**src/rtl/pito_pkg.sv**
```systemverilog
// Shared types and constants for the pito APB CSR slave and its register bank.
package pito_pkg;

  localparam int APB_ADDR_WIDTH = 32;
  localparam int APB_DATA_WIDTH = 32;
  localparam int CSR_NUM_REGS   = 8;
  localparam int CSR_STATUS_IDX = CSR_NUM_REGS - 1;

  typedef enum logic [1:0] {
    IDLE   = 2'd0,
    ACCESS = 2'd1,
    RESP   = 2'd2
  } apb_state_e;

  // The last register of any bank size is the read-only status slot.
  function automatic int csr_status_idx(input int num_regs);
    return num_regs - 1;
  endfunction

endpackage

```
**src/rtl/pito_apb_csr_slave_if.sv**
```systemverilog
// APB bus bundle between a master and the pito CSR slave.
interface pito_apb_csr_slave_if #(
  parameter int ADDR_WIDTH = pito_pkg::APB_ADDR_WIDTH,
  parameter int DATA_WIDTH = pito_pkg::APB_DATA_WIDTH
);
  logic                    psel;
  logic                    penable;
  logic                    pwrite;
  logic [ADDR_WIDTH-1:0]   paddr;
  logic [DATA_WIDTH-1:0]   pwdata;
  logic [DATA_WIDTH/8-1:0] pstrb;
  logic [DATA_WIDTH-1:0]   prdata;
  logic                    pready;
  logic                    pslverr;

  modport master (
    output psel, penable, pwrite, paddr, pwdata, pstrb,
    input  prdata, pready, pslverr
  );

  modport slave (
    input  psel, penable, pwrite, paddr, pwdata, pstrb,
    output prdata, pready, pslverr
  );
endinterface

```
**src/rtl/pito_csr_bank.sv**
```systemverilog
// Byte-strobed register array; each committed write raises a one-cycle pulse.
module pito_csr_bank
  import pito_pkg::*;
#(
  parameter int NUM_REGS   = CSR_NUM_REGS,
  parameter int DATA_WIDTH = APB_DATA_WIDTH,
  parameter int IW         = 3
) (
  input  logic                           clk,
  input  logic                           rst,
  input  logic                           i_we,
  input  logic [IW-1:0]                  i_idx,
  input  logic [DATA_WIDTH-1:0]          i_wdata,
  input  logic [DATA_WIDTH/8-1:0]        i_strb,
  output logic [NUM_REGS*DATA_WIDTH-1:0] o_csr_q,
  output logic [NUM_REGS-1:0]            o_csr_wr
);

  logic [DATA_WIDTH-1:0] r_regs [NUM_REGS];
  logic [NUM_REGS-1:0]   r_csr_wr;

  always_ff @(posedge clk) begin
    if (rst) begin
      for (int i = 0; i < NUM_REGS; i++) r_regs[i] <= '0;
      r_csr_wr <= '0;
    end else begin
      r_csr_wr <= '0;
      for (int i = 0; i < NUM_REGS; i++) begin
        if (i_we && (i_idx == IW'(i))) begin
          r_csr_wr[i] <= 1'b1;
          for (int b = 0; b < DATA_WIDTH/8; b++) begin
            if (i_strb[b]) r_regs[i][b*8 +: 8] <= i_wdata[b*8 +: 8];
          end
        end
      end
    end
  end

  for (genvar g = 0; g < NUM_REGS; g++) begin : g_flat
    assign o_csr_q[g*DATA_WIDTH +: DATA_WIDTH] = r_regs[g];
  end

  assign o_csr_wr = r_csr_wr;

endmodule

```
**src/rtl/pito_apb_csr_slave.sv**
```systemverilog
// APB CSR slave: fixed-latency access FSM in front of a byte-strobed register bank.
module pito_apb_csr_slave
  import pito_pkg::*;
#(
  parameter int ADDR_WIDTH  = APB_ADDR_WIDTH,
  parameter int DATA_WIDTH  = APB_DATA_WIDTH,
  parameter int NUM_REGS    = CSR_NUM_REGS,
  parameter int WAIT_CYCLES = 1
) (
  input  logic                           clk,
  input  logic                           rst,
  pito_apb_csr_slave_if.slave            apb,
  output logic [NUM_REGS*DATA_WIDTH-1:0] csr_q,
  output logic [NUM_REGS-1:0]            csr_wr,
  input  logic [DATA_WIDTH-1:0]          status_i
);

  localparam int          IW         = (NUM_REGS > 1) ? $clog2(NUM_REGS) : 1;
  localparam int          STATUS_IDX = csr_status_idx(NUM_REGS);
  localparam logic [3:0]  WAIT_LOAD  = 4'(WAIT_CYCLES);

  apb_state_e              r_state;
  logic [3:0]              r_cnt;
  logic [IW-1:0]           r_idx;
  logic                    r_err;
  logic                    r_write;
  logic [DATA_WIDTH-1:0]   r_wdata;
  logic [DATA_WIDTH/8-1:0] r_strb;
  logic [DATA_WIDTH-1:0]   r_status;
  logic                    r_pready;
  logic                    r_pslverr;
  logic [DATA_WIDTH-1:0]   r_prdata;

  logic [ADDR_WIDTH-3:0]   w_word;
  logic                    w_setup;
  logic                    w_setup_err;
  logic [IW-1:0]           w_setup_idx;
  logic [IW-1:0]           w_resp_idx;
  logic                    w_resp_err;
  logic                    w_resp_write;
  logic [DATA_WIDTH-1:0]   w_resp_status;
  logic [DATA_WIDTH-1:0]   w_reg_sel;
  logic [DATA_WIDTH-1:0]   w_resp_rdata;
  logic                    w_commit;

  assign w_word      = apb.paddr[ADDR_WIDTH-1:2];
  assign w_setup     = apb.psel & ~apb.penable;
  assign w_setup_idx = apb.paddr[2 +: IW];
  assign w_setup_err = (apb.paddr[1:0] != 2'b00)
                    || (w_word >= (ADDR_WIDTH-2)'(NUM_REGS))
                    || (apb.pwrite && (w_word == (ADDR_WIDTH-2)'(STATUS_IDX)));

  // Zero-wait transfers build the response straight from the setup-cycle bus values.
  assign w_resp_idx    = (r_state == IDLE) ? w_setup_idx : r_idx;
  assign w_resp_err    = (r_state == IDLE) ? w_setup_err : r_err;
  assign w_resp_write  = (r_state == IDLE) ? apb.pwrite  : r_write;
  assign w_resp_status = (r_state == IDLE) ? status_i    : r_status;

  always_comb begin
    w_reg_sel = '0;
    for (int i = 0; i < NUM_REGS; i++) begin
      if (w_resp_idx == IW'(i)) w_reg_sel = csr_q[i*DATA_WIDTH +: DATA_WIDTH];
    end
  end

  assign w_resp_rdata = (w_resp_err || w_resp_write)         ? '0 :
                        (w_resp_idx == IW'(STATUS_IDX))       ? w_resp_status :
                                                                w_reg_sel;

  always_ff @(posedge clk) begin
    if (rst) begin
      r_state   <= IDLE;
      r_cnt     <= '0;
      r_idx     <= '0;
      r_err     <= 1'b0;
      r_write   <= 1'b0;
      r_wdata   <= '0;
      r_strb    <= '0;
      r_status  <= '0;
      r_pready  <= 1'b0;
      r_pslverr <= 1'b0;
      r_prdata  <= '0;
    end else begin
      r_pready  <= 1'b0;
      r_pslverr <= 1'b0;
      r_prdata  <= '0;
      case (r_state)
        IDLE: begin
          if (w_setup) begin
            r_idx    <= w_setup_idx;
            r_err    <= w_setup_err;
            r_write  <= apb.pwrite;
            r_wdata  <= apb.pwdata;
            r_strb   <= apb.pstrb;
            r_status <= status_i;
            r_cnt    <= WAIT_LOAD;
            if (WAIT_CYCLES == 0) begin
              r_state   <= RESP;
              r_pready  <= 1'b1;
              r_pslverr <= w_resp_err;
              r_prdata  <= w_resp_rdata;
            end else begin
              r_state <= ACCESS;
            end
          end
        end
        ACCESS: begin
          if (!apb.psel) begin
            r_state <= IDLE;
            r_cnt   <= '0;
          end else begin
            r_cnt <= r_cnt - 4'd1;
            if (r_cnt == 4'd1) begin
              r_state   <= RESP;
              r_pready  <= 1'b1;
              r_pslverr <= w_resp_err;
              r_prdata  <= w_resp_rdata;
            end
          end
        end
        RESP:    r_state <= IDLE;
        default: r_state <= IDLE;
      endcase
    end
  end

  // A master that abandons the transfer during the response phase gets no commit.
  assign w_commit = (r_state == RESP) && apb.psel && r_write && !r_err;

  pito_csr_bank #(
    .NUM_REGS   (NUM_REGS),
    .DATA_WIDTH (DATA_WIDTH),
    .IW         (IW)
  ) u_bank (
    .clk      (clk),
    .rst      (rst),
    .i_we     (w_commit),
    .i_idx    (r_idx),
    .i_wdata  (r_wdata),
    .i_strb   (r_strb),
    .o_csr_q  (csr_q),
    .o_csr_wr (csr_wr)
  );

  assign apb.pready  = r_pready;
  assign apb.pslverr = r_pslverr;
  assign apb.prdata  = r_prdata;

endmodule

```
**src/flat_wrapper.sv**
```systemverilog
// flat-port wrapper written by rule: the top's interface ports become plain ports
module pito_apb_csr_slave_flat import pito_pkg::*;
#(
  parameter int ADDR_WIDTH  = APB_ADDR_WIDTH,
  parameter int DATA_WIDTH  = APB_DATA_WIDTH,
  parameter int NUM_REGS    = CSR_NUM_REGS,
  parameter int WAIT_CYCLES = 1
)
  (clk, rst, csr_q, csr_wr, status_i, apb_psel, apb_penable, apb_pwrite, apb_paddr, apb_pwdata, apb_pstrb, apb_prdata, apb_pready, apb_pslverr);
  pito_apb_csr_slave_if #(.ADDR_WIDTH(ADDR_WIDTH), .DATA_WIDTH(DATA_WIDTH)) apb_i ();
  input  logic clk;
  input  logic rst;
  output logic [NUM_REGS*DATA_WIDTH-1:0] csr_q;
  output logic [NUM_REGS-1:0] csr_wr;
  input  logic [DATA_WIDTH-1:0] status_i;
  input wire logic [$bits(apb_i.psel)-1:0] apb_psel;
  input wire logic [$bits(apb_i.penable)-1:0] apb_penable;
  input wire logic [$bits(apb_i.pwrite)-1:0] apb_pwrite;
  input wire logic [$bits(apb_i.paddr)-1:0] apb_paddr;
  input wire logic [$bits(apb_i.pwdata)-1:0] apb_pwdata;
  input wire logic [$bits(apb_i.pstrb)-1:0] apb_pstrb;
  output wire logic [$bits(apb_i.prdata)-1:0] apb_prdata;
  output wire logic [$bits(apb_i.pready)-1:0] apb_pready;
  output wire logic [$bits(apb_i.pslverr)-1:0] apb_pslverr;
  assign apb_i.psel = apb_psel;
  assign apb_i.penable = apb_penable;
  assign apb_i.pwrite = apb_pwrite;
  assign apb_i.paddr = apb_paddr;
  assign apb_i.pwdata = apb_pwdata;
  assign apb_i.pstrb = apb_pstrb;
  assign apb_prdata = apb_i.prdata;
  assign apb_pready = apb_i.pready;
  assign apb_pslverr = apb_i.pslverr;
  pito_apb_csr_slave #(.ADDR_WIDTH(ADDR_WIDTH), .DATA_WIDTH(DATA_WIDTH), .NUM_REGS(NUM_REGS), .WAIT_CYCLES(WAIT_CYCLES)) u_core (.clk(clk), .rst(rst), .apb(apb_i), .csr_q(csr_q), .csr_wr(csr_wr), .status_i(status_i));
endmodule
```
**config.mk**
```make
export PLATFORM = sky130hd
export DESIGN_NAME = pito_apb_csr_slave_flat
export DESIGN_NICKNAME = d
export VERILOG_FILES = /design/src/rtl/pito_pkg.sv /design/src/rtl/pito_apb_csr_slave_if.sv /design/src/rtl/pito_csr_bank.sv /design/src/rtl/pito_apb_csr_slave.sv /design/src/flat_wrapper.sv
export SDC_FILE = /design/constraint.sdc
export NUM_CORES = 1
export LEC_CHECK = 0
export BUFFER_PORTS_ARGS = -buffer_cell sky130_fd_sc_hd__buf_2
export CORE_ASPECT_RATIO = 1.5
export CORE_MARGIN = 5
export CORE_UTILIZATION = 46
export CTS_CLUSTER_DIAMETER = 120
export CTS_CLUSTER_SIZE = 8
export DETAILED_ROUTE_END_ITERATION = 8
export HOLD_SLACK_MARGIN = 0.12
export PLACE_DENSITY = 0.77
export SLEW_MARGIN = 25
export SYNTH_ARGS = -nofsm -noshare
export SYNTH_HDL_FRONTEND = slang
export SYNTH_HIERARCHICAL = 1
export SYNTH_SLANG_ARGS = --single-unit
```
**constraint.sdc**
```tcl
create_clock -name clk -period 4.5 [get_ports clk]
set_input_delay 0.675 -clock clk [delete_from_list [all_inputs] [get_ports clk]]
set_output_delay 0.675 -clock clk [all_outputs]
set_load 0.02 [all_outputs]
```
* After elaboration in Yosys (flattened, before gate mapping)
Memory sizes are Yosys's and may differ from the RTL's.
Cells that the tools add are included.
** Storage, ports and cells
- Flip-flop bits (word level) :: 121
- Latch bits :: 0
- Bits in writable memories :: 256
- Bits in read-only memories :: 0
- Input bits :: 105
- Output and inout port bits :: 298
- Word-level logic and storage cells :: 261
- Memories :: 1
** Memories
- u_core.u_bank.r_regs :: words 8, width 32, read ports 8, clocked after Yosys merged registers in 0, wr ports 8, line pito_csr_bank.sv:19 : logic [DATA_WIDTH-1:0] r_regs [NUM_REGS];
** Cells by class
- Add/sub/neg operators :: 1
- $mul :: 0
- Div/mod/pow operators :: 0
- $lt $le $gt $ge :: 1
- Equal/unequal tests :: 20
- Shift operators :: 0
- Mux-type cells :: 162
- Bitwise logic cells :: 37
- Reduce and logical (&&, ||, !) cells :: 27
** Operators by type and width (number)
- 32-bit 2-to-1 mux :: 9
- 8-bit 2-to-1 mux :: 32
- 1-bit 2-to-1 mux :: 113
- 1-bit OR :: 32
- 30-bit by 3-bit equality test with 1-bit output, second input constant :: 1
- 30-bit by 4-bit >= comparator with 1-bit output, second input constant :: 1
- 3-bit equality test, second input constant :: 8
- 3-bit by 2-bit equality test with 1-bit output, second input constant :: 4
- 1-bit logical AND :: 12
- 4-bit 2-to-1 mux :: 2
- 4-bit one-hot mux with 2 select lines :: 1
- 3-bit by 1-bit equality test with 1-bit output, second input constant :: 2
- 3-bit logical NOT :: 2
- 2-bit 2-to-1 mux :: 3
- 2-bit AND reduction :: 3
- 5-bit OR reduction :: 1
- 4-bit by 1-bit equality test with 1-bit output, second input constant :: 1
- 1-bit NOT :: 4
- 2-bit one-hot mux with 2 select lines :: 1
- 2-bit nonzero test :: 2
- 4-bit OR reduction :: 1
- 4-bit by 1-bit subtractor with 4-bit output, second input constant :: 1
- 1-bit logical OR :: 3
- 3-bit 2-to-1 mux :: 1
- 8 further kinds :: 8

* Depth between registers and ports, before layout
- Depth in word-level cells :: 11
- Mapped depth :: 10
- Gate-level depth less buffers :: 7

* By module
The synthesis kept the hierarchy.
** By module, submodules not included
- pito_csr_bank :: instances 1, cells each 629, area each 9915.8 µm², sequential area each 7847.5 µm²
- pito_apb_csr_slave :: instances 1, cells each 864, area each 6444.9 µm², sequential area each 2262.2 µm²

* Worst setup path after synthesis
OpenSTA, ideal clock, no wires.
- Kind :: in2reg
- Start point :: input port apb_psel
- End point :: memory u_core/u_bank/r_regs[0][0] (netlist bit) (enable)
- Library setup time :: 0.343 ns
- Arrival time :: 2.025 ns
- Data required time :: 4.157 ns
- Slack :: 2.131 ns
- Stages on the path :: 6
- Buffers on the path :: 3
- Path through :: nor3b_1 buf_2 or4b_1 buf_4 buf_6 o21bai_2
** RTL lines
- start: declaration :: line flat_wrapper.sv:16 : input wire logic [$bits(apb_i.psel)-1:0] apb_psel;
- end: declaration :: line pito_csr_bank.sv:19

* Final worst setup path
- Start point :: register u_core.r_state[1]
- End point :: register u_core.r_prdata[1], in the netlist u_core/apb.prdata[1]
** On the way
- Cells in the longest elaborated chain, start to end :: 11
- Elaborated cells on any way between the ends :: 25
- Classes of those cells :: eq/ne (8); mux (12); bitwise (1); reduce/logical (4)
** RTL lines
- start: declaration :: line pito_apb_csr_slave.sv:22 : apb_state_e r_state;
- start signal: assignment :: line pito_apb_csr_slave.sv:72 : r_state <= IDLE;
- start signal: assignment :: line pito_apb_csr_slave.sv:98 : r_state <= RESP;
- start signal: assignment :: line pito_apb_csr_slave.sv:103 : r_state <= ACCESS;
- 2-bit logical NOT
- 3-bit 2-to-1 mux :: line pito_apb_csr_slave.sv:54 : assign w_resp_idx = (r_state == IDLE) ? w_setup_idx : r_idx;
- 3-bit logical NOT :: line pito_apb_csr_slave.sv:62 : if (w_resp_idx == IW'(i)) w_reg_sel = csr_q[i*DATA_WIDTH +: DATA_WIDTH];
- 32-bit 2-to-1 mux (7 in series) :: line pito_apb_csr_slave.sv:62
- 32-bit 2-to-1 mux :: line pito_apb_csr_slave.sv:67 : (w_resp_idx == IW'(STATUS_IDX)) ? w_resp_status :
- end signal: assignment :: line pito_apb_csr_slave.sv:101 : r_prdata <= w_resp_rdata;
- end signal: assignment :: line pito_apb_csr_slave.sv:117 : r_prdata <= w_resp_rdata;
- end: declaration :: line pito_apb_csr_slave.sv:32 : logic [DATA_WIDTH-1:0] r_prdata;
Parallel ways exist; a longest one is shown, timed or not.
A chain may end at the register's enable or synchronous reset.

==> impl_metrics.csv <==
group,metric,value,unit
run_status,outcome,"finished clean",
timing,slew_headroom,27.6,%
critical_path,worst-path-buf-inv,1,
critical_path,crit_arrival,3780,ps
final_layout,final_cell_mix,"buf_2 (401), edfxtp_1 (256), nand2_1 (218), nor3_1 (175), a21oi_1 (134)",
clock_tree,numCtsBuffers,53,
placement,dp_hpwl,43.7,mm
power,totalPowerFinal,8.45,mW
floorplan,io_pins,403,
clock_tree,cts_tree,"done",
timing,period_share,74.2,%
final_layout,drive_above_1_share,28.9,%
floorplan,row_count,84,
floorplan,dieArea,39500,µm²
timing,maxSlewViolCount,0,
placement,gp_congestion,0.919,
global_route,antenna_found_initial,4,
yosys,synthesis.instances,1493,
final_layout,final_util,57.5,%
clock_tree,cts_setup_buffers,0,
routing,dr.first_iter.drc_count,1709,
critical_path,crit_family,"simple AND/OR/NAND/NOR gates",
critical_path,cp-start-kind,"flop",
placement,port_buffers,402,
yosys,syn_area,16400,µm²
global_route,grt_pass1_vias,13766,
clock_tree,cts_resized,0,
timing,final.setup_skew,35.6,ps
global_route,grtUsageTotal,29.0,%
global_route,overflow,0,
routing,vias,14082,
routing,drc,0,
placement,post-place-ws,1180,ps
yosys,synthArstFlopShare,0,%
routing,routed_wl,59.8,mm
final_layout,layout.nets,1949,
hold_path,hp-class,"primary input to flop",
critical_path,worst-path-max-fanout,28,
final_layout,syn_to_final_growth,23.4,%
global_route,grt_pass1_wl,85.6,mm
clock_tree,clk_latency,590,ps
power,p_per_area,418,nW/µm²
critical_path,slowest_stage,"nor2_2",
clock_tree,cts_buffer_depth,3,
timing,setup_violations,0,
power,ir_drop,285,µV
yosys,syn_nets,1600,
clock_tree,hold_buffers,0,
routing,ant_nets,0,
clock_tree,root_buffer,"clkbuf_16",
timing,fmax,0.299,GHz
yosys,synth_edf_count,256,
clock_tree,htree_levels,2,
yosys,synth-main-ff-cell,"edfxtp_1",
critical_path,path_cells,"nor2_4 -> buf_4 -> mux2_4 -> nor2_2 -> a221o_1 -> o221ai_1 -> a221oi_1",
yosys,ys_ff_latch,377,
floorplan,start_util,46.6,%
global_route,grt_max_degree,79,
timing,fin_ws,1160,ps
critical_path,r2r_slack,1160,ps
floorplan,core,35100,µm²
timing,worst-slew-pin-transition,1060,ps
yosys,ys_seq_area_share,61.8,%
floorplan,die_h,241,µm
yosys,ys_warn_count,6,
critical_path,end_kind,"flop",
critical_path,critical_path_class,"flop to flop",
clock_tree,clkTransAtPathRegs,60,ps
routing,vias_per_cell,5.96,
routing,drtPass1Iterations,6,
timing,hold_viol,0,
run,cap_viol_max_count,0,
timing,rsz0062_at_grt,"false",
final_layout,final_common_cell,"buf_2",
critical_path,cp_data_required_time,4940,ps
yosys,avgSynthCellArea,11.0,µm²
floorplan,die_w,164,µm
timing,totalNegativeSetupSlack,0,ps
routing,routedWlPerCell,25.3,µm
power,p_leak,7.85,nW
clock_tree,cts_sinks,377,
critical_path,cpPeakStageDelay,650,ps
yosys,synth_cell_types,61,
timing,post-route-min-period,3340,ps
==> worst paths after layout <==
check / from / end / cells past startpoint
setup / recovery: u_core/r_state[1] / u_core/apb.prdata[1] / 7
hold / removal: apb_pwdata[10] / u_core/r_wdata[10] / 3
setup reg to reg: u_core/r_state[1] / u_core/apb.prdata[1] / 7
hold reg to reg: u_core/r_status[18] / u_core/r_status[18] / 2
==> state kept, by name, indices dropped and copies added, names as in the netlist <==
signal	cells
u_core/u_bank/r_regs	256
u_core/apb.prdata	32
u_core/r_status	32
u_core/r_wdata	32
u_core/u_bank/o_csr_wr	8
u_core/r_cnt	4
u_core/r_strb	4
u_core/r_idx	3
u_core/r_state	2
u_core/apb.pready	1
u_core/apb.pslverr	1
u_core/r_err	1
u_core/r_write	1
==> synthesized netlist by cell type, types with 15 or more instances <==
cell type	number	share of area (%)
a221oi_1	38	2.0
a21o_1	15	0.69
nand2b_1	35	1.3
inv_1	38	0.87
nor3_1	175	5.4
dfxtp_1	121	15
mux2i_1	34	2.1
edfxtp_1	256	47
o21bai_1	20	0.92
o21ai_0	47	1.4
nand2_1	218	5.0
o2111ai_1	25	1.3
nand3_1	51	1.6
o22a_1	25	1.3
a21oi_1	135	4.1
buf_2	32	0.98
nor3_2	27	1.7
clkbuf_1	81	1.9
==> stage by stage <==
stage	hold slack [ps]	area (µm²)	instances
finish	324	20200	2361
global route	332	20200	2359
CTS	305	20200	2358
detailed placement	446	18600	2259
global placement	441	18600	2259
floorplan	436	16400	1493
==> cell families after synthesis <==
group	share of synthesized area (%)
compound gates	13.7
fa+ha+maj	0.153
simple gates	17.2
flops	61.8
mux	2.24
buf+inv	4.89
==> area by class of cell <==
cell class                      count  area [µm²]
Antenna cell                        2        5.00
Inverter                           42         158
Sequential cell                   377       10100
Tap cell                          473         592
Multi-Input combinational cell    937        5530
Clock buffer                       95        1480
Fill cell                        3039       14900
Clock inverter                      4        67.6
Timing Repair Buffer              431        2250
==> routing by layer <==
metal	global-route usage, %	wire, µm	up-vias
met1	32.8	20100	6674
met4	18.3	4270	6
met5	0	41	-
met2	49.2	29600	949
li1	-	-	6216
met3	6.95	5790	237
==> power by group <==
| group | switching (mW) | total (mW) | internal, mW |
|---|---|---|---|
| clock | 1.48 | 3.70 | 2.22 |
| combinational | 0.569 | 0.818 | 0.249 |
| sequential | 0.106 | 3.93 | 3.83 |
==> tightest hold or removal path, cell delays in order <==
cell and delay [ps]:
buf_2 90, nand2_1 40, a21oi_1 50
(Power assumes the default switching activity.)
